**src/rtl/trap_pkg.sv**
```systemverilog
// trap_pkg: shared constants for the machine-mode trap sequencer.
//   - CSR addresses touched during trap entry / mret
//   - mcause codes for synchronous exceptions
//   - CSR write/set/clear (wsc) encodings
//   - FSM state encoding
package trap_pkg;

  localparam logic [11:0] CSR_MSTATUS = 12'h300;
  localparam logic [11:0] CSR_MTVEC   = 12'h305;
  localparam logic [11:0] CSR_MEPC    = 12'h341;
  localparam logic [11:0] CSR_MCAUSE  = 12'h342;

  localparam logic [31:0] CAUSE_ILLEGAL = 32'd2;
  localparam logic [31:0] CAUSE_ECALL_M = 32'd11;
  localparam logic [31:0] CAUSE_LFAULT  = 32'd5;
  localparam logic [31:0] CAUSE_SFAULT  = 32'd7;

  localparam logic [1:0] WSC_NONE  = 2'b00;
  localparam logic [1:0] WSC_WRITE = 2'b01;
  localparam logic [1:0] WSC_SET   = 2'b10;
  localparam logic [1:0] WSC_CLEAR = 2'b11;

  typedef enum logic [2:0] {
    IDLE     = 3'd0,
    S_STATUS = 3'd1,
    S_EPC    = 3'd2,
    S_CAUSE  = 3'd3,
    S_JUMP   = 3'd4,
    R_STATUS = 3'd5,
    R_JUMP   = 3'd6
  } state_t;

endpackage

```
**src/rtl/trap_prio_enc.sv**
```systemverilog
// trap_prio_enc: fixed-priority trap cause selector.
// Ports:
//   i_illegal_inst, i_ecall_m, i_l_access_fault, i_s_access_fault : sync exceptions
//   i_interrupt, i_mie : interrupt request and global enable (mstatus.MIE)
//   o_valid : some trap is being taken
//   o_cause : mcause value of the winning request
// Priority: illegal > ecall > load fault > store fault > interrupt.
module trap_prio_enc
  import trap_pkg::*;
#(
  parameter logic [31:0] INT_CAUSE = 32'h8000000B
) (
  input  logic        i_illegal_inst,
  input  logic        i_ecall_m,
  input  logic        i_l_access_fault,
  input  logic        i_s_access_fault,
  input  logic        i_interrupt,
  input  logic        i_mie,
  output logic        o_valid,
  output logic [31:0] o_cause
);

  always_comb begin
    o_valid = 1'b1;
    o_cause = 32'd0;
    if (i_illegal_inst)        o_cause = CAUSE_ILLEGAL;
    else if (i_ecall_m)        o_cause = CAUSE_ECALL_M;
    else if (i_l_access_fault) o_cause = CAUSE_LFAULT;
    else if (i_s_access_fault) o_cause = CAUSE_SFAULT;
    else if (i_interrupt && i_mie) o_cause = INT_CAUSE;
    else                       o_valid = 1'b0;
  end

endmodule

```
**src/rtl/trap_sequencer.sv**
```systemverilog
// trap_sequencer: multi-cycle machine-mode trap entry and mret sequencer
// sitting at the MEM stage. Trap entry writes mstatus, mepc, mcause and
// redirects to mtvec; mret restores MIE from MPIE and redirects to mepc.
// While idle, CSR instructions from MEM pass straight through to the CSR file.
// Ports:
//   clk, rst (async, active-low)
//   interrupt, illegal_inst, ecall_m, l_access_fault, s_access_fault, mret
//   epc_cur      : PC of the trapping instruction
//   csr_req/csr_wen/csr_addr/csr_wdata_in/csr_mode_in : CSR instruction in MEM
//   csr_rdata, mstatus : combinational read data / live mstatus from CSR file
//   csr_w/csr_raddr/csr_waddr/csr_wdata/csr_wsc : CSR file port
//   csr_r_data_out : CSR read value to the MEM result mux
//   pc_redirect/redirect_valid : redirect target and one-cycle strobe
//   flush, stall : pipeline control
//   dbg_state    : current FSM state for observation
// Handshake: redirect_valid is a single-cycle strobe with no ready; the
// fetch stage must accept pc_redirect in the cycle it is asserted.
module trap_sequencer
  import trap_pkg::*;
#(
  parameter logic [31:0] INT_CAUSE = 32'h8000000B,
  parameter logic [1:0]  MPP_VAL   = 2'b11
) (
  input  logic        clk,
  input  logic        rst,
  input  logic        interrupt,
  input  logic        illegal_inst,
  input  logic        ecall_m,
  input  logic        l_access_fault,
  input  logic        s_access_fault,
  input  logic        mret,
  input  logic [31:0] epc_cur,
  input  logic        csr_req,
  input  logic        csr_wen,
  input  logic [11:0] csr_addr,
  input  logic [31:0] csr_wdata_in,
  input  logic [1:0]  csr_mode_in,
  input  logic [31:0] csr_rdata,
  input  logic [31:0] mstatus,
  output logic        csr_w,
  output logic [11:0] csr_raddr,
  output logic [11:0] csr_waddr,
  output logic [31:0] csr_wdata,
  output logic [1:0]  csr_wsc,
  output logic [31:0] csr_r_data_out,
  output logic [31:0] pc_redirect,
  output logic        redirect_valid,
  output logic        flush,
  output logic        stall,
  output logic [2:0]  dbg_state
);

  state_t      r_state;
  state_t      w_state_nxt;
  logic [31:0] r_cause;
  logic [31:0] r_epc;
  logic        w_trap;
  logic [31:0] w_cause;

  trap_prio_enc #(.INT_CAUSE(INT_CAUSE)) u_prio (
    .i_illegal_inst   (illegal_inst),
    .i_ecall_m        (ecall_m),
    .i_l_access_fault (l_access_fault),
    .i_s_access_fault (s_access_fault),
    .i_interrupt      (interrupt),
    .i_mie            (mstatus[3]),
    .o_valid          (w_trap),
    .o_cause          (w_cause)
  );

  assign dbg_state = r_state;

  always_ff @(posedge clk or negedge rst) begin
    if (!rst) begin
      r_state <= IDLE;
      r_cause <= 32'd0;
      r_epc   <= 32'd0;
    end else begin
      r_state <= w_state_nxt;
      if (r_state == IDLE && w_trap) begin
        r_cause <= w_cause;
        r_epc   <= epc_cur;
      end
    end
  end

  always_comb begin
    w_state_nxt    = r_state;
    csr_w          = 1'b0;
    csr_raddr      = 12'd0;
    csr_waddr      = 12'd0;
    csr_wdata      = 32'd0;
    csr_wsc        = WSC_NONE;
    csr_r_data_out = 32'd0;
    pc_redirect    = 32'd0;
    redirect_valid = 1'b0;
    flush          = 1'b0;
    stall          = (r_state != IDLE);

    case (r_state)
      IDLE: begin
        if (w_trap) begin
          // Trap beats mret and suppresses any CSR write this cycle.
          w_state_nxt = S_STATUS;
          flush       = 1'b1;
        end else if (mret) begin
          w_state_nxt = R_STATUS;
          flush       = 1'b1;
        end else if (csr_req) begin
          csr_raddr      = csr_addr;
          csr_waddr      = csr_addr;
          csr_wdata      = csr_wdata_in;
          csr_wsc        = csr_mode_in;
          csr_w          = csr_wen;
          csr_r_data_out = csr_rdata;
        end
      end
      S_STATUS: begin
        // MPP <= MPP_VAL, MPIE <= MIE, MIE <= 0.
        csr_w       = 1'b1;
        csr_waddr   = CSR_MSTATUS;
        csr_wsc     = WSC_WRITE;
        csr_wdata   = {mstatus[31:13], MPP_VAL, mstatus[10:8], mstatus[3],
                       mstatus[6:4], 1'b0, mstatus[2:0]};
        w_state_nxt = S_EPC;
      end
      S_EPC: begin
        csr_w       = 1'b1;
        csr_waddr   = CSR_MEPC;
        csr_wsc     = WSC_WRITE;
        csr_wdata   = r_epc;
        w_state_nxt = S_CAUSE;
      end
      S_CAUSE: begin
        csr_w       = 1'b1;
        csr_waddr   = CSR_MCAUSE;
        csr_wsc     = WSC_WRITE;
        csr_wdata   = r_cause;
        csr_raddr   = CSR_MTVEC;
        w_state_nxt = S_JUMP;
      end
      S_JUMP: begin
        // Direct mode only: mtvec low bits are the mode field.
        csr_raddr      = CSR_MTVEC;
        redirect_valid = 1'b1;
        pc_redirect    = {csr_rdata[31:2], 2'b00};
        w_state_nxt    = IDLE;
      end
      R_STATUS: begin
        // MIE <= MPIE, MPIE <= 1.
        csr_w       = 1'b1;
        csr_waddr   = CSR_MSTATUS;
        csr_wsc     = WSC_WRITE;
        csr_wdata   = {mstatus[31:8], 1'b1, mstatus[6:4], mstatus[7],
                       mstatus[2:0]};
        w_state_nxt = R_JUMP;
      end
      R_JUMP: begin
        csr_raddr      = CSR_MEPC;
        redirect_valid = 1'b1;
        pc_redirect    = csr_rdata;
        w_state_nxt    = IDLE;
      end
      default: w_state_nxt = IDLE;
    endcase

    // Hold every output quiet while reset is asserted, independent of inputs.
    if (!rst) begin
      csr_w          = 1'b0;
      csr_raddr      = 12'd0;
      csr_waddr      = 12'd0;
      csr_wdata      = 32'd0;
      csr_wsc        = WSC_NONE;
      csr_r_data_out = 32'd0;
      pc_redirect    = 32'd0;
      redirect_valid = 1'b0;
      flush          = 1'b0;
      stall          = 1'b0;
    end
  end

endmodule

```
**config.mk**
```make
export PLATFORM = sky130hd
export DESIGN_NAME = trap_sequencer
export DESIGN_NICKNAME = d
export VERILOG_FILES = /design/src/rtl/trap_pkg.sv /design/src/rtl/trap_prio_enc.sv /design/src/rtl/trap_sequencer.sv
export SDC_FILE = /design/constraint.sdc
export NUM_CORES = 1
export LEC_CHECK = 0
export ABC_AREA = 0
export CELL_PAD_IN_SITES_DETAIL_PLACEMENT = 1
export CELL_PAD_IN_SITES_GLOBAL_PLACEMENT = 2
export CORE_AREA = 2 2 140 142
export CTS_BUF_LIST = sky130_fd_sc_hd__clkbuf_8 sky130_fd_sc_hd__clkbuf_16
export CTS_CLUSTER_DIAMETER = 80
export DETAILED_ROUTE_END_ITERATION = 7
export DIE_AREA = 0 0 142 144
export PLACE_DENSITY_LB_ADDON = 0.1
export SETUP_SLACK_MARGIN = 0.05
export SYNTH_ARGS = -nofsm -noshare
export SYNTH_HDL_FRONTEND = slang
export SYNTH_SLANG_ARGS = --single-unit
```
**constraint.sdc**
```tcl
create_clock -name clk -period 5.1 [get_ports clk]
set_input_delay 0.765 -clock clk [delete_from_list [all_inputs] [get_ports clk]]
set_output_delay 0.765 -clock clk [all_outputs]
set_load 0.005 [all_outputs]
```
=== Word level (Yosys, flattened, before mapping) ===
Index checks and enable logic that the tools add are counted.

* Register bits: 67
* Bits of input ports: 152
* Output and inout bits: 129
* Logic and storage cells: 67

* Eq/ne operators: 7
* Multiplexer cells: 49
* Reduce and logical (&&, ||, !) cells: 8

{| class="wikitable"
|+ Operators with widths
! operator !! count
|-
| 32-bit 2-to-1 mux || 15
|-
| 32-bit case mux with 5 select lines || 1
|-
| 32-bit case mux with 2 select lines || 1
|-
| 12-bit 2-to-1 mux || 5
|-
| 12-bit case mux with 4 select lines || 1
|-
| 12-bit case mux with 3 select lines || 1
|-
| 1-bit 2-to-1 mux || 16
|-
| 3-bit case mux with 5 select lines || 1
|-
| 3-bit equality test, second input constant || 3
|-
| 2-bit 2-to-1 mux || 4
|-
| 3-bit by 2-bit equality test with 1-bit output, second input constant || 2
|-
| 3-bit 2-to-1 mux || 2
|-
| 2-bit OR reduction || 3
|-
| 2-bit case mux with 2 select lines || 1
|-
| 4-bit OR reduction || 1
|-
| 3-bit by 1-bit equality test with 1-bit output, second input constant || 1
|-
| 3-bit zero test || 1
|-
| 3-bit inequality test, second input constant || 1
|-
| 3-bit nonzero test || 1
|-
| 1-bit logical AND || 2
|-
| 1-bit case mux with 2 select lines || 1
|}

=== Depth between registers and ports, before layout ===
Gate-level depths: netlist of run 1.

* Depth in word-level cells: 9
* Gate-level depth with buffers: 7
* Gate-level depth less buffers: 3

=== Modules after synthesis ===
A second synthesis of run 1 with hierarchy kept.

* Cell total of the unflattened synthesis: 455
* Area, all modules: 4570.6 µm²

{| class="wikitable"
|+ Modules (own cells, without submodules)
! module !! instances !! cells each !! area each (µm²) !! seq. area each (µm²)
|-
| trap_sequencer || 1 || 414 || 4291.6 || 1676.6
|-
| trap_prio_enc || 1 || 41 || 279.0 || 0.0
|}

=== Worst setup path before layout of run 1 ===
OpenSTA, ideal clock, no wires.

* Kind: input-to-output
* Start: input mstatus[3]
* End: output csr_r_data_out[0]
* Arrival: 1.842 ns
* Data required time: 4.335 ns
* Path slack: 2.493 ns
* Stages: 4
* Buffers on the path: 1
* Cells stage by stage: a211oi_4 -> and4_1 -> clkbuf_1 -> and2_1

* Longest elaborated chain between the ends: 9

{| class="wikitable"
|+ RTL lines
! element !! line !! text
|-
| from (decl) || trap_sequencer.sv:39 || <nowiki>input logic [31:0] mstatus,</nowiki>
|-
| 1-bit logical AND || trap_prio_enc.sv:30 || <nowiki>else if (i_interrupt && i_mie) o_cause = INT_CAUSE;</nowiki>
|-
| 1-bit 2-to-1 mux || trap_prio_enc.sv:30 ||
|-
| 1-bit 2-to-1 mux || trap_prio_enc.sv:29 || <nowiki>else if (i_s_access_fault) o_cause = CAUSE_SFAULT;</nowiki>
|-
| 1-bit 2-to-1 mux || trap_prio_enc.sv:28 || <nowiki>else if (i_l_access_fault) o_cause = CAUSE_LFAULT;</nowiki>
|-
| 1-bit 2-to-1 mux || trap_prio_enc.sv:27 || <nowiki>else if (i_ecall_m) o_cause = CAUSE_ECALL_M;</nowiki>
|-
| 1-bit 2-to-1 mux || trap_prio_enc.sv:26 || <nowiki>if (i_illegal_inst) o_cause = CAUSE_ILLEGAL;</nowiki>
|-
| 32-bit 2-to-1 mux || trap_sequencer.sv:102 || <nowiki>if (w_trap) begin</nowiki>
|-
| 32-bit 2-to-1 mux || trap_sequencer.sv:100 || <nowiki>case (r_state)</nowiki>
|-
| 32-bit 2-to-1 mux || trap_sequencer.sv:168 || <nowiki>if (!rst) begin</nowiki>
|-
| to (decl) || trap_sequencer.sv:45 || <nowiki>output logic [31:0] csr_r_data_out,</nowiki>
|}

Every way passes these cells.

=== Worst setup path in the final report of run 1 ===
* Start: input mstatus[3]
* End: output csr_r_data_out[8]

The elaborated chain is that of the path after synthesis.

==> impl_metrics.xml, run 1 <==
<?xml version="1.0" encoding="UTF-8"?>
<metrics>
  <group name="die">
    <metric name="io_pins" unit="">281</metric>
    <metric name="initial_cell_density_of_the_core" unit="%">16.6</metric>
    <metric name="die_h" unit="um">144</metric>
    <metric name="coreArea" unit="um^2">19100</metric>
    <metric name="floorplan.die.width" unit="um">142</metric>
    <metric name="core.rowCount" unit="">51</metric>
    <metric name="die-area" unit="um^2">20400</metric>
  </group>
  <group name="global_routing">
    <metric name="grt_max_degree" unit="">52</metric>
    <metric name="global_route.usage.total" unit="%">15.6</metric>
    <metric name="global_route_wire_length_before_repair" unit="mm">24.4</metric>
    <metric name="globalRoute.totalOverflow" unit="">0</metric>
    <metric name="antenna_found_initial" unit="">0</metric>
    <metric name="grt_pass1_vias" unit="">4125</metric>
  </group>
  <group name="flow_run">
    <metric name="drv_cap" unit="">0</metric>
  </group>
  <group name="timing">
    <metric name="final.hold.worst_slack" unit="ps">498</metric>
    <metric name="final_skew" unit="ps">4.22</metric>
    <metric name="final_hold_viol_count" unit="">0</metric>
    <metric name="count_of_final_max_slew_check_failures" unit="">0</metric>
    <metric name="rsz0062_at_grt" unit="">no</metric>
    <metric name="max_slew_margin" unit="%">20.4</metric>
    <metric name="min_period_over_period" unit="%">78.4</metric>
    <metric name="period_needed" unit="ps">4000</metric>
    <metric name="worst_slew_pin_slew" unit="ps">1190</metric>
    <metric name="timing.setup.tns" unit="ps">0</metric>
    <metric name="setup_viol_count_final" unit="">0</metric>
    <metric name="max_freq" unit="MHz">250</metric>
  </group>
  <group name="placed_design">
    <metric name="port_buffers" unit="">280</metric>
    <metric name="postPlaceCellArea" unit="um^2">6200</metric>
    <metric name="gp_congestion" unit="">0.826</metric>
    <metric name="detailedPlacementHpwl" unit="mm">13.1</metric>
  </group>
  <group name="cells_and_area">
    <metric name="design_area" unit="um^2">6340</metric>
    <metric name="antenna_cells" unit="">0</metric>
    <metric name="drive_gt1_share" unit="%">10.3</metric>
    <metric name="num-nets-final" unit="">772</metric>
    <metric name="area_delta_synth_final" unit="%">100</metric>
    <metric name="util_after_layout" unit="%">33.2</metric>
  </group>
  <group name="clock_tree">
    <metric name="htree_num_levels" unit="">2</metric>
    <metric name="post_cts_buffers" unit="">0</metric>
    <metric name="clkTransAtPathRegs" unit="ps">60</metric>
    <metric name="post_cts_hold_buffer_count" unit="">0</metric>
    <metric name="cts_inserted_buffers" unit="">5</metric>
    <metric name="tritoncts" unit="">yes</metric>
    <metric name="clock_insertion_delay_worst_skew" unit="ps">280</metric>
    <metric name="clock_path_buffers" unit="">2</metric>
    <metric name="ctsResizeCount" unit="">0</metric>
    <metric name="cts_sinks" unit="">40</metric>
    <metric name="ctsRootBufferMaster" unit="">sky130_fd_sc_hd__clkbuf_16</metric>
  </group>
  <group name="power">
    <metric name="switchingPower" unit="W">0.000873</metric>
    <metric name="power_per_cell_area" unit="nW/um^2">358</metric>
    <metric name="power.internal" unit="W">0.00139</metric>
    <metric name="worst_vdd_rail_ir_drop" unit="V">0.000141</metric>
    <metric name="sequential_share_of_power" unit="%">28.0</metric>
    <metric name="power.leakage" unit="nW">2.28</metric>
    <metric name="clock_power_share" unit="%">13.2</metric>
    <metric name="power_frac_comb" unit="%">58.8</metric>
    <metric name="swShare" unit="%">38.5</metric>
  </group>
  <group name="setup_path">
    <metric name="crit_path_start_kind" unit="">input port</metric>
    <metric name="critical_path_peak_fanout" unit="">51</metric>
    <metric name="worst_setup_path_category" unit="">input port to output port</metric>
    <metric name="worst_ep_arrival_time" unit="ps">3230</metric>
    <metric name="worst-endpoint-required" unit="ps">4340</metric>
    <metric name="setup.worst_path.end_class" unit="">output port</metric>
  </group>
  <group name="drt">
    <metric name="drt-initial-drc-count" unit="">102</metric>
    <metric name="via_per_inst" unit="">4.57</metric>
    <metric name="firstDrtPassIters" unit="">4</metric>
    <metric name="drtAntennaViolNets" unit="">0</metric>
    <metric name="route.final.wire_length" unit="mm">16.6</metric>
    <metric name="wire_per_inst" unit="um">19.4</metric>
    <metric name="num_vias" unit="">3917</metric>
    <metric name="route.detailed.drc" unit="">0</metric>
  </group>
  <group name="synthesis">
    <metric name="synth_edf_count" unit="">0</metric>
    <metric name="dominantRegCellSynth" unit="">sky130_fd_sc_hd__dfrtp_1</metric>
    <metric name="syn-mean-instance-area" unit="um^2">8.74</metric>
    <metric name="post_synthesis_instance_area" unit="um^2">3160</metric>
    <metric name="synthesis.instances" unit="">362</metric>
    <metric name="synth_cell_type_count" unit="">45</metric>
    <metric name="synth.net_count" unit="">514</metric>
    <metric name="yosys_warnings" unit="">0</metric>
    <metric name="synth_async_sr_flop_share" unit="%">100</metric>
    <metric name="synth-seq-cells" unit="">40</metric>
    <metric name="yosysSeqAreaShare" unit="%">31.6</metric>
  </group>
  <group name="worst_hold_path">
    <metric name="min_path_type" unit="">flop to flop</metric>
  </group>
  <group name="status">
    <metric name="run_status" unit="">finished clean</metric>
  </group>
</metrics>
==> final cells by class <==
cell class                 count  area [um^2]
tap                          238          298
sequential                    40         1000
inverter                       5         18.8
clock buffer                   5          125
fill                        2164        12700
multi-input combinational    277         2010
timing repair buffer         291         2880
clock inverter                 2         8.76
==> critical path, stage by stage <==
cell,delay [ps]
sky130_fd_sc_hd__clkdlybuf4s50_1,540
sky130_fd_sc_hd__a211oi_4,300
sky130_fd_sc_hd__buf_4,290
sky130_fd_sc_hd__and4_1,220
sky130_fd_sc_hd__buf_4,360
sky130_fd_sc_hd__and2_1,200
sky130_fd_sc_hd__clkdlybuf4s50_1,520
==> Yosys cell counts, types with 2 or more instances <==
cell / instances / area [um^2]
sky130_fd_sc_hd__and2_1: 77 / 482
sky130_fd_sc_hd__dfrtp_1: 40 / 1000
sky130_fd_sc_hd__nand4_1: 40 / 250
sky130_fd_sc_hd__a21oi_1: 39 / 195
sky130_fd_sc_hd__mux2_2: 37 / 417
sky130_fd_sc_hd__a22oi_1: 28 / 210
sky130_fd_sc_hd__clkbuf_1: 28 / 105
sky130_fd_sc_hd__nor2_1: 9 / 33.8
sky130_fd_sc_hd__buf_2: 6 / 30.0
sky130_fd_sc_hd__inv_1: 5 / 18.8
sky130_fd_sc_hd__a31oi_1: 4 / 25.0
sky130_fd_sc_hd__a21o_1: 3 / 22.5
sky130_fd_sc_hd__and3_1: 3 / 18.8
sky130_fd_sc_hd__buf_1: 3 / 11.3
sky130_fd_sc_hd__buf_6: 3 / 33.8
sky130_fd_sc_hd__a211oi_1: 2 / 15.0
sky130_fd_sc_hd__nand2_1: 2 / 7.51
sky130_fd_sc_hd__nand2b_1: 2 / 12.5
sky130_fd_sc_hd__nand3_1: 2 / 10.0
sky130_fd_sc_hd__nor2b_1: 2 / 12.5
sky130_fd_sc_hd__nor4bb_1: 2 / 20.0
sky130_fd_sc_hd__o21ai_0: 2 / 10.0
==> per-stage QoR <==
step / cells / total power (W) / setup WS (ps)
3_3_place_gp: 851 / 0.00199 / 1110
5_1_grt: 858 / 0.00245 / 924
6_report: 858 / 0.00227 / 1100
3_5_place_dp: 851 / 0.00200 / 1090
4_1_cts: 858 / 0.00232 / 1080
2_1_floorplan: 362 / 0.00132 / 2490
==> registers in the layout (all words and copies together) (netlist names) <==
name	cells
r_cause	5
r_epc	32
dbg_state	3
==> path summary, 6_finish.rpt <==
kind | end | startpoint | cells after the start | slack (ps)
max in group asynchronous | r_epc[25]$_DFFE_PN0P_ | rst | 2 | 4060
setup reg to reg | r_epc[20]$_DFFE_PN0P_ | dbg_state[0]$_DFFE_PN0P_ | 4 | 2500
min in group asynchronous | r_epc[31]$_DFFE_PN0P_ | rst | 2 | 620
hold reg to reg | r_cause[1]$_DFFE_PN0P_ | r_cause[1]$_DFFE_PN0P_ | 1 | 500
setup / recovery | csr_r_data_out[8] | mstatus[3] | 7 | 1100
hold / removal | r_cause[1]$_DFFE_PN0P_ | r_cause[1]$_DFFE_PN0P_ | 1 | 500
==> logic make-up after synthesis <==
group	count (synthesis)	share of synthesized area, %
compound gates	91	19.3
buf+inv	45	6.29
flops	40	31.6
mux	38	13.5
simple gates	148	29.3
==> metal layers <==
metal / vias up / wire (um) / global-route usage [%]
li1: 1850 / - / -
met1: 1870 / 7040 / 19.0
met2: 189 / 8240 / 28.1
met3: 8 / 1200 / 3.81
met4: 0 / 162 / 3.21
met5: - / 0 / 0
==> power groups by stage <==
| stage | Combinational, W | Clock (W) | Sequential (W) |
|---|---|---|---|
| after CTS | 0.00137 | 0.000316 | 0.000638 |
| after global routing | 0.00146 | 0.000324 | 0.000668 |
| after floorplan | 0.000784 | 0 | 0.000540 |
| after global placement | 0.00135 | 0 | 0.000641 |
| after detailed placement | 0.00136 | 0 | 0.000641 |
| final | 0.00133 | 0.000300 | 0.000634 |
==> placed cells by master, fill, tap and decap left out, types with 3 or more instances in the layout <==
master and n:
sky130_fd_sc_hd__a21o_1 3, sky130_fd_sc_hd__nand4_1 40, sky130_fd_sc_hd__and3_1 3, sky130_fd_sc_hd__clkdlybuf4s50_1 279, sky130_fd_sc_hd__dfrtp_1 40, sky130_fd_sc_hd__buf_4 11, sky130_fd_sc_hd__and2_1 77, sky130_fd_sc_hd__a21oi_1 39
sky130_fd_sc_hd__clkbuf_16 5, sky130_fd_sc_hd__a31oi_1 4, sky130_fd_sc_hd__nor2_1 8, sky130_fd_sc_hd__mux2_2 37, sky130_fd_sc_hd__a22oi_1 28, sky130_fd_sc_hd__inv_1 6
No activity file was read; power rests on OpenSTA's default activity.
==> inputs of run 2 (changes only) <==
Settings changed: CORE_AREA 2 2 140 142 to 2 2 154 156, DIE_AREA 0 0 142 144 to 0 0 156 158.
Clock period 5.1 ns to 3.2 ns, I/O delays scaled along.
==> run 2 against run 1 <==
  * Wire length up 5.5%
  * Combinational power up 75%
  * Setup slack worse by 930 ps
  * Sequential power up 49%
  * Power up 70%
  * Final area up 3.7%
  * Count of clock-buffer cells in the layout unchanged
  * Clock power up 97%
  * Sequential share of layout area down 0.57 points
  * First-iteration DRC count up 79%
  * Utilization down 4.7 points
  * Clock skew about the same
  * Critical path type unchanged
  * Critical endpoint is now csr_waddr[0]
==> impl_metrics.xml, run 2 (synthesis results as in run 1) <==
<?xml version="1.0" encoding="UTF-8"?>
<metrics>
  <group name="drt">
    <metric name="firstDrtPassIters" unit="">4</metric>
    <metric name="drtAntennaViolNets" unit="">0</metric>
    <metric name="wire_per_inst" unit="um">19.0</metric>
    <metric name="via_per_inst" unit="">4.34</metric>
    <metric name="num_vias" unit="">4019</metric>
    <metric name="route.final.wire_length" unit="mm">17.6</metric>
    <metric name="drt-initial-drc-count" unit="">183</metric>
    <metric name="route.detailed.drc" unit="">0</metric>
  </group>
  <group name="die">
    <metric name="die_h" unit="um">158</metric>
    <metric name="coreArea" unit="um^2">23100</metric>
    <metric name="die-area" unit="um^2">24600</metric>
    <metric name="floorplan.die.width" unit="um">156</metric>
    <metric name="initial_cell_density_of_the_core" unit="%">13.7</metric>
    <metric name="core.rowCount" unit="">56</metric>
    <metric name="io_pins" unit="">281</metric>
  </group>
  <group name="cells_and_area">
    <metric name="largest_reg_flops" unit="">32</metric>
    <metric name="multi_input_area" unit="um^2">2020</metric>
    <metric name="largest-register" unit="">r_epc</metric>
    <metric name="num-nets-final" unit="">786</metric>
    <metric name="util_after_layout" unit="%">28.5</metric>
    <metric name="regArea" unit="um^2">1000</metric>
    <metric name="leading_cell_type_in_the_layout_fill_and_taps_excluded" unit="">sky130_fd_sc_hd__clkdlybuf4s50_1</metric>
    <metric name="drive_gt1_share" unit="%">12.6</metric>
    <metric name="fillerInstances" unit="">2641</metric>
    <metric name="area_delta_synth_final" unit="%">108</metric>
    <metric name="antenna_cells" unit="">0</metric>
    <metric name="layout.cells.most_common_list" unit="">sky130_fd_sc_hd__clkdlybuf4s50_1 (279), sky130_fd_sc_hd__and2_1 (77), sky130_fd_sc_hd__nand4_1 (40), sky130_fd_sc_hd__dfrtp_1 (40), sky130_fd_sc_hd__a21oi_1 (39)</metric>
  </group>
  <group name="power">
    <metric name="clock_power_share" unit="%">15.3</metric>
    <metric name="switchingPower" unit="W">0.00150</metric>
    <metric name="power.internal" unit="W">0.00236</metric>
    <metric name="sequential_share_of_power" unit="%">24.5</metric>
    <metric name="worst_vdd_rail_ir_drop" unit="V">0.000188</metric>
    <metric name="power_frac_comb" unit="%">60.2</metric>
    <metric name="power_per_cell_area" unit="nW/um^2">587</metric>
    <metric name="swShare" unit="%">38.8</metric>
    <metric name="power.leakage" unit="nW">2.37</metric>
  </group>
  <group name="timing">
    <metric name="max_slew_margin" unit="%">48.7</metric>
    <metric name="setup_viol_count_final" unit="">0</metric>
    <metric name="worst_slew_pin_slew" unit="ps">767</metric>
    <metric name="timing.setup.tns" unit="ps">0</metric>
    <metric name="max_freq" unit="MHz">330</metric>
    <metric name="min_period_over_period" unit="%">94.7</metric>
    <metric name="count_of_final_max_slew_check_failures" unit="">0</metric>
    <metric name="final_hold_viol_count" unit="">0</metric>
    <metric name="final_skew" unit="ps">3.86</metric>
    <metric name="rsz0062_at_grt" unit="">yes</metric>
    <metric name="period_needed" unit="ps">3030</metric>
  </group>
  <group name="clock_tree">
    <metric name="cts_inserted_buffers" unit="">5</metric>
    <metric name="htree_num_levels" unit="">2</metric>
    <metric name="post_cts_hold_buffer_count" unit="">0</metric>
    <metric name="clock_insertion_delay_worst_skew" unit="ps">290</metric>
    <metric name="clkTransAtPathRegs" unit="ps">60</metric>
    <metric name="tritoncts" unit="">yes</metric>
    <metric name="clock_path_buffers" unit="">2</metric>
    <metric name="ctsRootBufferMaster" unit="">sky130_fd_sc_hd__clkbuf_16</metric>
    <metric name="cts_sinks" unit="">40</metric>
  </group>
  <group name="global_routing">
    <metric name="global_route.usage.total" unit="%">13.4</metric>
    <metric name="antenna_found_initial" unit="">0</metric>
    <metric name="grt_max_degree" unit="">52</metric>
    <metric name="global_route_wire_length_before_repair" unit="mm">25.6</metric>
    <metric name="grt_pass1_vias" unit="">4338</metric>
    <metric name="globalRoute.totalOverflow" unit="">0</metric>
  </group>
  <group name="placed_design">
    <metric name="detailedPlacementHpwl" unit="mm">13.3</metric>
    <metric name="gp_congestion" unit="">0.743</metric>
    <metric name="port_buffers" unit="">280</metric>
  </group>
  <group name="setup_path">
    <metric name="critical_path_peak_fanout" unit="">16</metric>
    <metric name="crit-reg2reg-capture" unit="">r_epc[24]$_DFFE_PN0P_</metric>
    <metric name="setup.worst_path.end_class" unit="">output port</metric>
    <metric name="worst-endpoint-required" unit="ps">2720</metric>
    <metric name="path_cells" unit="">clkdlybuf4s50_1 -&gt; nor4b_4 -&gt; buf_6 -&gt; a31oi_1 -&gt; nor4_1 -&gt; clkdlybuf4s50_1</metric>
    <metric name="cp_slowest_stage_delay" unit="ps">590</metric>
    <metric name="worst_setup_path_category" unit="">input port to output port</metric>
    <metric name="worst_ep_arrival_time" unit="ps">2550</metric>
    <metric name="regToRegStartpoint" unit="">dbg_state[0]$_DFFE_PN0P_</metric>
    <metric name="reg2reg_slack" unit="ps">960</metric>
    <metric name="slowest_stage_cell_crit_path" unit="">sky130_fd_sc_hd__clkdlybuf4s50_1</metric>
    <metric name="crit_path_start_kind" unit="">input port</metric>
    <metric name="path_common_cell" unit="">sky130_fd_sc_hd__clkdlybuf4s50_1</metric>
    <metric name="r2r_cells" unit="">5</metric>
  </group>
  <group name="status">
    <metric name="run_status" unit="">finished clean</metric>
  </group>
  <group name="flow_run">
    <metric name="drv_cap" unit="">0</metric>
  </group>
  <group name="worst_hold_path">
    <metric name="min_path_type" unit="">input port to asynchronous set/reset pin</metric>
  </group>
</metrics>
==> run 2: cell types whose count changed in the layout (fill, tap and decap cells not counted), sizes merged <==
cell and delta:
buf +13, bufinv +1, clkinvlp +1, inv -1, o21ai +1
==> run 2: area by class of cell <==
class / count / area share, %
clock inverters: 3 / 0.647
flip-flops and latches: 40 / 15.2
multi-input cells: 278 / 30.8
inverters: 5 / 0.285
well taps: 290 / 5.52
clock buffers: 5 / 1.90
repair buffers: 304 / 45.7
==> run 2: worst max-delay path: cells and delay by family <==
kind,cells,cell delay (ps)
buffers and inverters,3,1300
and+or+nand+nor,2,670
AOI/OAI and AO/OA,1,100
==> run 2: repair_timing <==
item                                    in CTS  in global routing
resized for setup                            0                  4
hold endpoints to repair                     0                  0
endpoints found under the setup margin       0                 33
buffers inserted                             0                  0
==> run 2: routing by layer <==
| layer | share of wire (%) | track usage [%] |
|---|---|---|
| met1 | 42 | 15.5 |
| met2 | 48 | 24.3 |
| met3 | 8.9 | 4.22 |
| met4 | 0.68 | 2.49 |
| met5 | 0 | 0 |
==> run 2: power groups by stage <==
stage / clock [W] / combinational [W] / sequential, W
floorplan: 0 / 0.00125 / 0.000861
global placement: 0 / 0.00232 / 0.000952
detailed placement: 0 / 0.00234 / 0.000954
CTS: 0.000614 / 0.00235 / 0.000951
global route: 0.000639 / 0.00255 / 0.000991
finish: 0.000590 / 0.00233 / 0.000946
==> run 2: per-stage QoR <==
stage / cell area, um^2 / setup WS, ps / cells / total power (W) / hold WS (ps)
after floorplan: 3160 / 1160 / 362 / 0.00211 / 184
after global placement: 6380 / 205 / 916 / 0.00327 / 407
after detailed placement: 6380 / 140 / 916 / 0.00329 / 414
after CTS: 6550 / 131 / 924 / 0.00392 / 100
after global routing: 6570 / 44.9 / 925 / 0.00418 / 133
final: 6570 / 168 / 925 / 0.00386 / 118
==> run 2: worst max-delay path by stage <==
stage	end	start	slack [ps]	cells past startpoint
floorplan	csr_r_data_out[0]	mstatus[3]	1160	4
global placement	csr_waddr[0]	interrupt	210	6
detailed placement	csr_waddr[0]	interrupt	140	6
CTS	csr_waddr[0]	interrupt	130	6
global route	csr_wdata[13]	dbg_state[1]$_DFFE_PN0P_	40	5
finish	csr_waddr[0]	illegal_inst	170	6
==> inputs of run 3 (changes only) <==
Settings changed: CAP_MARGIN set to 5, CORE_AREA 2 2 154 156 to 2 2 139 141, DIE_AREA 0 0 156 158 to 0 0 141 143, DONT_BUFFER_PORTS set to 1, SYNTH_HIERARCHICAL set to 1.
==> run 3 against run 2 <==
  * Clock skew grew 1.7 ps
  * Setup slack gained 110 ps
  * Wire length shrank 13%
  * First-iteration DRC count grew 17%
  * Worst hold slack lost 75 ps
  * Via count shrank 11%
  * Combinational power shrank 3%
  * Sequential power grew 61%
  * Maximum frequency grew 3.7%
  * Sequential share of layout area grew 19 points
  * Critical path type unchanged
  * Critical endpoint is now csr_wdata[7]
  * Largest power group unchanged
  * Highest routed layer is now met5
==> impl_metrics.xml, run 3 <==
<?xml version="1.0" encoding="UTF-8"?>
<metrics>
  <group name="status">
    <metric name="run_status" unit="">finished clean</metric>
  </group>
  <group name="die">
    <metric name="floorplan.die.width" unit="um">141</metric>
    <metric name="die-area" unit="um^2">20200</metric>
    <metric name="die_h" unit="um">143</metric>
    <metric name="core.rowCount" unit="">50</metric>
    <metric name="initial_cell_density_of_the_core" unit="%">24.6</metric>
    <metric name="io_pins" unit="">281</metric>
    <metric name="coreArea" unit="um^2">18600</metric>
  </group>
  <group name="drt">
    <metric name="drt-initial-drc-count" unit="">214</metric>
    <metric name="route.final.wire_length" unit="mm">15.2</metric>
    <metric name="route.detailed.drc" unit="">0</metric>
    <metric name="num_vias" unit="">3578</metric>
    <metric name="via_per_inst" unit="">5.35</metric>
    <metric name="wire_per_inst" unit="um">22.7</metric>
    <metric name="firstDrtPassIters" unit="">8</metric>
    <metric name="drtAntennaViolNets" unit="">0</metric>
  </group>
  <group name="setup_path">
    <metric name="regToRegStartpoint" unit="">dbg_state[1]$_DFFE_PN0P_</metric>
    <metric name="reg2reg_slack" unit="ps">780</metric>
    <metric name="crit-reg2reg-capture" unit="">r_cause[21]$_DFFE_PN0P_</metric>
    <metric name="setup.worst_path.end_class" unit="">output port</metric>
    <metric name="critical_path_peak_fanout" unit="">74</metric>
    <metric name="slowest_stage_cell_crit_path" unit="">sky130_fd_sc_hd__or4_1</metric>
    <metric name="endpoint" unit="">csr_wdata[7]</metric>
    <metric name="r2r_cells" unit="">4</metric>
    <metric name="worst_setup_path_category" unit="">input port to output port</metric>
    <metric name="worst-path-stages" unit="">7</metric>
    <metric name="cp_slowest_stage_delay" unit="ps">570</metric>
    <metric name="crit_path_start_kind" unit="">input port</metric>
    <metric name="critical_path.startpoint" unit="">ecall_m</metric>
    <metric name="critical-path-top-delay-family" unit="">simple AND/OR/NAND/NOR gates</metric>
    <metric name="worst-endpoint-required" unit="ps">2720</metric>
    <metric name="worst-path-buf-inv" unit="">1</metric>
    <metric name="path_cells" unit="">or4_1 -&gt; nand2b_1 -&gt; nor3b_4 -&gt; and2_2 -&gt; buf_12 -&gt; nand2_1 -&gt; a31oi_1</metric>
    <metric name="worst_ep_arrival_time" unit="ps">2440</metric>
  </group>
  <group name="global_routing">
    <metric name="global_route_wire_length_before_repair" unit="mm">21.7</metric>
    <metric name="global_route.usage.total" unit="%">14.4</metric>
    <metric name="globalRouteMet3Util" unit="%">4.49</metric>
    <metric name="grt_max_degree" unit="">75</metric>
    <metric name="global_route.usage.met1" unit="%">16.3</metric>
    <metric name="groute.layer.met2.usage" unit="%">26.2</metric>
    <metric name="antenna_found_initial" unit="">2</metric>
    <metric name="grt_busiest_layer" unit="">met2</metric>
    <metric name="grt_pass1_vias" unit="">3545</metric>
    <metric name="globalRoute.totalOverflow" unit="">0</metric>
  </group>
  <group name="cells_and_area">
    <metric name="leading_cell_type_in_the_layout_fill_and_taps_excluded" unit="">sky130_fd_sc_hd__mux2_2</metric>
    <metric name="design_area" unit="um^2">4950</metric>
    <metric name="antenna_cells" unit="">0</metric>
    <metric name="area_delta_synth_final" unit="%">8.32</metric>
    <metric name="layout.cells.most_common_list" unit="">sky130_fd_sc_hd__mux2_2 (92), sky130_fd_sc_hd__and3_1 (77), sky130_fd_sc_hd__dfrtp_1 (66)</metric>
    <metric name="drive_gt1_share" unit="%">30.1</metric>
    <metric name="num-nets-final" unit="">582</metric>
    <metric name="final-instance-count-excl-fill" unit="">669</metric>
  </group>
  <group name="synthesis">
    <metric name="synthesis.instances" unit="">455</metric>
    <metric name="yosys.cell_count.top_type" unit="">sky130_fd_sc_hd__mux2_2</metric>
    <metric name="synth_async_sr_flop_share" unit="%">100</metric>
    <metric name="post_synthesis_instance_area" unit="um^2">4570</metric>
    <metric name="synth_edf_count" unit="">0</metric>
    <metric name="yosys_warnings" unit="">6</metric>
    <metric name="syn-mean-instance-area" unit="um^2">10.0</metric>
    <metric name="synth.cells.most_frequent" unit="">sky130_fd_sc_hd__mux2_2 (92), sky130_fd_sc_hd__and3_1 (77), sky130_fd_sc_hd__dfrtp_1 (67)</metric>
    <metric name="synth.top_cells.by_area" unit="">sky130_fd_sc_hd__dfrtp_1 (37%), sky130_fd_sc_hd__mux2_2 (23%), sky130_fd_sc_hd__and3_1 (11%)</metric>
    <metric name="dominantRegCellSynth" unit="">sky130_fd_sc_hd__dfrtp_1</metric>
    <metric name="synth-seq-cells" unit="">67</metric>
    <metric name="synth_cell_type_count" unit="">33</metric>
    <metric name="synth_top_area_share" unit="%">36.7</metric>
    <metric name="yosysSeqAreaShare" unit="%">36.7</metric>
    <metric name="synth_top_area_cell" unit="">sky130_fd_sc_hd__dfrtp_1</metric>
  </group>
  <group name="power">
    <metric name="power_frac_comb" unit="%">47.1</metric>
    <metric name="clock_power_share" unit="%">21.5</metric>
    <metric name="power.internal" unit="W">0.00305</metric>
    <metric name="sequential_share_of_power" unit="%">31.4</metric>
    <metric name="power.leakage" unit="nW">2.21</metric>
    <metric name="worst_vdd_rail_ir_drop" unit="V">0.000333</metric>
    <metric name="swShare" unit="%">36.7</metric>
    <metric name="switchingPower" unit="W">0.00177</metric>
    <metric name="power_per_cell_area" unit="nW/um^2">974</metric>
  </group>
  <group name="clock_tree">
    <metric name="cts_sinks" unit="">67</metric>
    <metric name="ctsRootBufferMaster" unit="">sky130_fd_sc_hd__clkbuf_16</metric>
    <metric name="tritoncts" unit="">yes</metric>
    <metric name="htree_num_levels" unit="">3</metric>
    <metric name="clkTransAtPathRegs" unit="ps">60</metric>
    <metric name="clock_insertion_delay_worst_skew" unit="ps">330</metric>
    <metric name="clock_path_buffers" unit="">2</metric>
    <metric name="cts_inserted_buffers" unit="">9</metric>
  </group>
  <group name="timing">
    <metric name="max_freq" unit="MHz">342</metric>
    <metric name="count_of_final_max_slew_check_failures" unit="">0</metric>
    <metric name="final_hold_viol_count" unit="">0</metric>
    <metric name="worst_slew_pin_slew" unit="ps">964</metric>
    <metric name="timing.setup.tns" unit="ps">0</metric>
    <metric name="min_period_over_period" unit="%">91.4</metric>
    <metric name="final_skew" unit="ps">5.57</metric>
    <metric name="setup_viol_count_final" unit="">0</metric>
    <metric name="final.hold.worst_slack" unit="ps">42.5</metric>
    <metric name="period_needed" unit="ps">2920</metric>
    <metric name="rsz0062_at_grt" unit="">no</metric>
    <metric name="timing.final.ws_setup" unit="ps">276</metric>
    <metric name="max_slew_margin" unit="%">35.5</metric>
  </group>
  <group name="flow_run">
    <metric name="drv_cap" unit="">0</metric>
  </group>
  <group name="placed_design">
    <metric name="dp_slack" unit="ps">241</metric>
    <metric name="detailedPlacementHpwl" unit="mm">10.7</metric>
    <metric name="port_buffers" unit="">0</metric>
    <metric name="gp_congestion" unit="">0.681</metric>
    <metric name="placed_cells_incl_taps" unit="">652</metric>
    <metric name="postPlaceCellArea" unit="um^2">4610</metric>
  </group>
  <group name="worst_hold_path">
    <metric name="min_path_type" unit="">input port to asynchronous set/reset pin</metric>
  </group>
</metrics>
## run 3: cell types whose count changed after synthesis, moves of 30 or more
cell / delta
sky130_fd_sc_hd__and2_1: -74
sky130_fd_sc_hd__a222oi_1: +30
sky130_fd_sc_hd__mux2_2: +55
sky130_fd_sc_hd__buf_4: +31
sky130_fd_sc_hd__nand4_1: -40
sky130_fd_sc_hd__and3_1: +74
## run 3: repair_timing
action | 4_1_cts | 5_1_grt
resized for setup | 0 | 0
endpoints found under the hold margin | 67 | 0
setup buffers | 0 | 0
hold buffers | 1 | 0
## run 3: metrics by stage
| step | util [%] | total power [W] |
|---|---|---|
| final | 26.6 | 0.00482 |
| after CTS | 26.6 | 0.00495 |
| after detailed placement | 24.8 | 0.00384 |
| after global placement | 24.8 | 0.00378 |
| after global routing | 26.6 | 0.00520 |
| after floorplan | - | 0.00334 |
## run 3: kinds of logic after synthesis
| kind of cell | synth area share (%) |
|---|---|
| AND/OR/NAND/NOR | 18.9 |
| multiplexers | 22.7 |
| buffers and inverters | 11.0 |
| flip-flops | 36.7 |
| AO/OA/AOI/OAI | 10.7 |
| other | 0.0820 |
## run 3: power by group through the flow
stage	Clock, W	Combinational [W]	Sequential (W)
floorplan	0	0.00190	0.00144
global placement	0	0.00227	0.00152
detailed placement	0	0.00231	0.00154
CTS	0.00109	0.00233	0.00152
global route	0.00112	0.00250	0.00159
finish	0.00104	0.00227	0.00152
## run 3: worst register-to-register path, stage by stage (launching register included)
cell and delay [ps]:
sky130_fd_sc_hd__dfrtp_1 530, sky130_fd_sc_hd__buf_4 260, sky130_fd_sc_hd__nor3_4 250, sky130_fd_sc_hd__and2_4 760, sky130_fd_sc_hd__mux2_2 510
## run 3: layer usage
metal  vias up  share of wire (%)  wire length (um)
li1       1584                  -                 -
met1      1797                 39              5920
met2       180                 52              7930
met3        13                7.7              1180
met4         4                1.0               152
met5         -               0.18                27
## run 3: layout make-up
class                           instances  area (um^2)
Tap cell                              234          293
Sequential cell                        67         1680
Fill cell                            2104        13600
Clock buffer                           11          253
Multi-Input combinational cell        335         2520
Timing Repair Buffer                   13          130
Clock inverter                          5         60.1
Inverter                                4         15.0
## run 3: worst min-delay path by stage
stage	startpoint	to	slack (ps)	cells after the start
floorplan	rst	dbg_state[0]$_DFFE_PN0P_	180	0
global placement	rst	r_cause[17]$_DFFE_PN0P_	190	0
detailed placement	rst	r_cause[17]$_DFFE_PN0P_	190	0
CTS	rst	r_epc[30]$_DFFE_PN0P_	50	1
global route	rst	r_epc[30]$_DFFE_PN0P_	50	1
finish	rst	r_epc[20]$_DFFE_PN0P_	40	1
